$ cat config.mk
export PLATFORM = sky130hd
export DESIGN_NAME = debounce_sync
export DESIGN_NICKNAME = d
export VERILOG_FILES = /design/src/rtl/debounce_sync.sv
export SDC_FILE = /design/constraint.sdc
export NUM_CORES = 1
export LEC_CHECK = 0
export CORE_MARGIN = 5
export CORE_UTILIZATION = 46
export DETAILED_ROUTE_END_ITERATION = 8
export GPL_TIMING_DRIVEN = 0
export HOLD_SLACK_MARGIN = 0.02
export PLACE_DENSITY = 0.66
export SYNTH_ARGS = -nofsm -noshare
export SYNTH_HDL_FRONTEND = slang
export SYNTH_SLANG_ARGS = --single-unit
$ cat constraint.sdc
create_clock -name clk -period 3.16 [get_ports clk]
set_input_delay 0.474 -clock clk [delete_from_list [all_inputs] [get_ports clk]]
set_output_delay 0.474 -clock clk [all_outputs]
set_load 0.005 [all_outputs]
$ cat src/rtl/debounce_sync.sv
// debounce_sync: N-stage synchroniser, tick-qualified stability counter and STABLE/CHECK FSM
// that turn a raw asynchronous level into a clean level q. Define DEBOUNCE_EDGE_EN for rise/fall pulses.
module debounce_sync #(
  parameter int SYNC_STAGES   = 2,
  parameter int STABLE_CYCLES = 4,
  parameter int CNT_W         = 16
) (
  input  logic clk,
  input  logic rst,
  input  logic d_in,
  input  logic tick,
  output logic q,
  output logic busy,
  output logic rise,
  output logic fall
);

  typedef enum logic {
    STABLE = 1'b0,
    CHECK  = 1'b1
  } state_t;

  localparam logic [CNT_W-1:0] CNT_LAST = CNT_W'(STABLE_CYCLES - 1);

  logic [SYNC_STAGES-1:0] sync_q;
  logic                   s;
  state_t                 state, state_nxt;
  logic [CNT_W-1:0]       cnt, cnt_nxt;
  logic                   commit;

  // NOTE: the synchroniser stages are reset too, so a level held on d_in during reset
  // cannot leak into q straight after release; it must requalify from scratch.
  always_ff @(posedge clk or negedge rst) begin
    if (!rst) begin
      sync_q <= '0;
    end else begin
      // NOTE: non-blocking assignments let every stage sample its neighbour's old value.
      sync_q <= {sync_q[SYNC_STAGES-2:0], d_in};
    end
  end

  assign s = sync_q[SYNC_STAGES-1];

  // Next-state logic; commit marks the edge at which q takes the synchronised value.
  always_comb begin
    // NOTE: defaults first so no path through the case leaves a variable unassigned (latch).
    state_nxt = state;
    cnt_nxt   = cnt;
    commit    = 1'b0;
    unique case (state)
      STABLE: begin
        cnt_nxt = '0;
        if (s != q && tick) begin
          if (STABLE_CYCLES == 1) begin
            commit = 1'b1;
          end else begin
            state_nxt = CHECK;
            cnt_nxt   = CNT_W'(1);
          end
        end
      end
      CHECK: begin
        if (s == q) begin
          state_nxt = STABLE;
          cnt_nxt   = '0;
        end else if (tick && cnt == CNT_LAST) begin
          commit    = 1'b1;
          state_nxt = STABLE;
          cnt_nxt   = '0;
        end else if (tick) begin
          cnt_nxt = cnt + 1'b1;
        end
      end
    endcase
  end

  always_ff @(posedge clk or negedge rst) begin
    if (!rst) begin
      state <= STABLE;
      cnt   <= '0;
      q     <= 1'b0;
      busy  <= 1'b0;
    end else begin
      state <= state_nxt;
      cnt   <= cnt_nxt;
      busy  <= (state_nxt == CHECK);
      if (commit) q <= s;
    end
  end

`ifdef DEBOUNCE_EDGE_EN
  // Pulses register on the same edge that updates q, so they line up with the new level.
  always_ff @(posedge clk or negedge rst) begin
    if (!rst) begin
      rise <= 1'b0;
      fall <= 1'b0;
    end else begin
      rise <= commit & s;
      fall <= commit & ~s;
    end
  end
`else
  assign rise = 1'b0;
  assign fall = 1'b0;
`endif

endmodule

; ---- Word level (Yosys, flattened, before mapping)
; Index checks and enable logic that the tools add are counted.
[word_totals]
register_bits = 20
in_bits = 4
output_inout_bits = 4
wordCells = 24
[classes]
addsub = 1
eq_ne = 4
mux = 12
bitwise = 1
n_reduce_logical = 2
[ops]
columns = operator, n
row1 = $mux 16, 3
row2 = $pmux 16 s2, 1
row3 = $add 16x1->16 const B, 1
row4 = $eq 16x2->1 const B, 1
row5 = $mux 1, 7
row6 = $ne 4x2->1 const B, 1
row7 = $logic_and 1x1->1, 2
row8 = $pmux 1 s2, 1
row9 = $eq 1x1->1, 1
row10 = $ne 1x1->1, 1
row11 = $not 1->1, 1

; ---- Longest topological paths before layout
[depth]
depth_word = 5
mapped_depth = 6
depth_no_buf = 5

; ---- Least setup slack after synthesis
; OpenSTA, ideal clock, no wires.
[synth_path]
path_kind = input to register
startpoint = input port tick
endpoint = register cnt[13]
setup_ps = 79
arrival_ps = 1672
required_ps = 3081
path_slack_ps = 1409
stages = 5
path_buffers = 1
cell_sequence = buf_4 -> nand3_2 -> or3_4 -> or4_1 -> a21oi_1
[synth_via]
elab_chain_cells = 4
elab_cells_between_ends = 5
cone_classes = 1 x eq/ne / 3 x mux / 1 x reduce/logical
[synth_lines]
columns = element, line
row1 = start: declaration, 11  ; input logic tick,
row2 = $logic_and 1x1->1, 66  ; end else if (tick && cnt == CNT_LAST) begin
row3 = $mux 16, 66
row4 = $mux 16, 63  ; if (s == q) begin
row5 = $pmux 16 s2, 50  ; unique case (state)
row6 = end signal: assignment, 85  ; cnt <= cnt_nxt;
row7 = end: declaration, 28  ; logic [CNT_W-1:0] cnt, cnt_nxt;
; Several ways; a longest one is shown, not always the timed one.
; A chain may end at the register's enable or synchronous reset.

; ---- Worst setup path after layout
[layout_path]
startpoint = register cnt[12]
endpoint = register cnt[14]
[layout_via]
elab_chain_cells = 5
elab_cells_between_ends = 8
cone_classes = 1 x add/sub / 2 x eq/ne / 4 x mux / 1 x reduce/logical
[layout_lines]
columns = element, line
row1 = $add 16x1->16 or $eq 16x2->1 (tied branches), "71, 66"
row2 = $mux 16 or $logic_and 1x1->1 (tied branches), "70, 66"
row3 = $mux 16, 66
row4 = $mux 16, 63
row5 = $pmux 16 s2, 50
; Several ways; a longest one is shown, not always the timed one. The select of a mux whose other input is x is not followed.

==> impl_results.md <==
- Netlist cell types: 30
- Fmax: 519 MHz
- Fillcell total: 191
- Maxcap violations: 0
- RSZ-0062 raised after global routing: no
- Yosys top cell by area: dfrtp_1
- Routed length per instance: 12.7 um
- WS Path Type: reg -> reg
- Critical Path Start: cnt[12]$_DFFE_PN0P_
- Detail Placement HPWL: 1.28 mm
- FP Rows: 17
- CTS tree: built
- Crit path to: cnt[14]$_DFFE_PN0P_
- Endpoint class of the critical path: flip-flop
- Vias per cell: 5.22
- Worst skew pair latency: 300 ps
- Buf/Inv on CP: 1
- Reg2Reg Depth: 5
- Cell area after synthesis: 1010 um2
- DRT Pass-1 Iters: 3
- Max-Slew Margin vs Limit: 41.9%
- Post_cts resized: 0
- Hold path depth: 0
- Worst Hold Class: reg -> reg
- Antenna cells: 0
- Synth area leaders: dfrtp_1 49%, xnor2_1 8.7%, nor2_1 5.9%, nor4_1 3.7%, xor2_1 2.6%
- Die Ht: 56.9 um
- Vias in the first global route: 708
- Final worst-path cycle share: 61.0%
- Reg2Reg Setup Slack: 1230 ps
- Static leakage: 0.451 nW
- WP data required: 3340 ps
- Clock sink total: 20
- Worst-path clk slew: 110 ps
- Synth Warn #: 0
- Critical path peak fanout: 10
- Initial antenna violation count: 0
- Worst path depth: 5
- Sequential fraction of the synthesis area: 49.4%
- Clock skew: 4.07 ps
- Global placer's final weighted congestion: 0.777
- FF+latch count, synth: 20
- Tot GR Track Use: 12.4%
- Clock Tree Root: clkbuf_4
- Most common cell after layout, fill and taps aside: dfrtp_1
- Most frequent cells in the layout: 20 x dfrtp_1, 16 x nor2_1, 10 x xnor2_1, 6 x nor4_1, 6 x nand2_1
- Status: complete, no violations
- Largest net degree at the start of global routing: 21
- Slew @ Worst Pin: 868 ps
- Die Footprint: 3240 um2
- Nets: 115
- Via Count: 715
- Postcts setup bufs: 0
- Post-synthesis cell count: 100
- Crit Reg-Reg Startpoint: cnt[12]$_DFFE_PN0P_
- # DRC: 0
- First-pass GRT wire length: 3.17 mm
- Cell family with most CP delay: simple AND/OR/NAND/NOR gates
- Synth top area share: 49.4%
- CP peak stage delay: 440 ps
- Crit path time final: 1930 ps
- Setup-failing EPs final: 0
- Post-Route WL: 1.74 mm
- Htree depth: 1
- Share of layout cells above drive strength 1: 11.9%
- Arrival time worst endpoint: 2110 ps
- Grt total ovfl: 0
- Starting density of the core: 47.1%
- IO buf count: 4
- Reg2reg end: cnt[14]$_DFFE_PN0P_
- Crit path launch type: flip-flop
- Setup TNS: 0 ps
- Hold-fix buffers, CTS: 0
- Core area: 2150 um2
- Num CTS Buffers: 3
- Area grow syn2layout: 11.4%
- Post-route ant nets: 0
- DR iter-0 viols: 6
- Worst-case clock buffer depth: 2
- I/O Pins: 8
- Final Util: 52.5%
- Slew Limit Fails: 0
- Final hold vios: 0
- Synth Area per Inst: 10.1 um2
- Crit path max-delay cell type: dfrtp_1
- CP cell instances: nor4_1 > nand4_1 > nand3_1 > clkbuf_1 > nor2_1
- Final Cell Area: 1130 um2
- Power per cell area: 387 nW/um2
- Worst IR Drop VDD: 0.251 mV
- Die width: 56.9 um
- Hold Crit Start: sync_q[0]$_DFF_PN0_
- DP Area: 1090 um2
-- per-layer routing --
metal / GRT usage (%) / wire length [um] / vias to the layer above / part of all wire [%]
met5: 0 / 0 / - / 0
met4: 1.99 / 17 / 0 / 0.98
met3: 4.60 / 75 / 2 / 4.3
met2: 20.1 / 825 / 10 / 47
met1: 16.2 / 823 / 345 / 47
li1: - / - / 358 / -
-- synth_stat cells, drive strengths merged --
cell	instances
or4b	1
nor2	16
nand4	5
mux2i	1
and4bb	1
nand2	6
o41ai	1
or3	1
ha	1
a31oi	1
nor3	4
inv	5
clkbuf	1
mux2	1
o31ai	1
nand2b	1
xor2	3
or2	1
conb	1
xnor2	10
buf	3
a21oi	2
nor4	6
nand3	4
or4	1
dfrtp	20
o211a	1
a21o	1
-- cell type report --
class | instances | area, um2 | area share [%]
clock buffer | 4 | 36.3 | 3.22
inverter | 5 | 18.8 | 1.66
sequential | 20 | 500 | 44.4
buffer | 4 | 26.3 | 2.33
timing repair buffer | 4 | 40.0 | 3.55
tap | 28 | 35.0 | 3.11
multi-input combinational | 72 | 470 | 41.7
-- worst min-delay path by stage --
stage                     slack [ps]                  end
after floorplan                  180   cnt[0]$_DFFE_PN0P_
after global placement           340  sync_q[1]$_DFF_PN0_
after detailed placement         340  sync_q[1]$_DFF_PN0_
after CTS                        370  sync_q[1]$_DFF_PN0_
after global routing             390  sync_q[1]$_DFF_PN0_
final                            360  sync_q[1]$_DFF_PN0_
-- sequential cells by signal (all words and copies together), names as in the netlist --
register  count
state         1
sync_q        2
q             1
cnt          16
-- kinds of logic after synthesis --
logic type / after synthesis / synth area share [%]
AO/OA/AOI/OAI: 7 / 4.95
XOR/XNOR: 13 / 11.2
adder cells (fa/ha/maj): 1 / 1.24
buffers and inverters: 9 / 4.45
flip-flops: 20 / 49.4
multiplexers: 2 / 2.10
other: 1 / 0.370
AND/OR/NAND/NOR: 47 / 26.2
-- per-stage QoR --
step                std cells  setup WS [ps]  hold slack (ps)  total power [mW]
finish                    137           1230              362             0.436
global route              137           1050              392             0.460
CTS                       137           1180              367             0.442
floorplan                 101           1410              178             0.281
global placement          133           1260              337             0.294
detailed placement        133           1190              341             0.294
-- power by group --
group / switching, mW / internal [mW] / total [mW]
Sequential: 0.00368 / 0.259 / 0.263
Clock: 0.0776 / 0.0703 / 0.148
Combinational: 0.0142 / 0.0112 / 0.0254
Total: 0.0955 / 0.341 / 0.436
(Power assumes the default switching activity.)
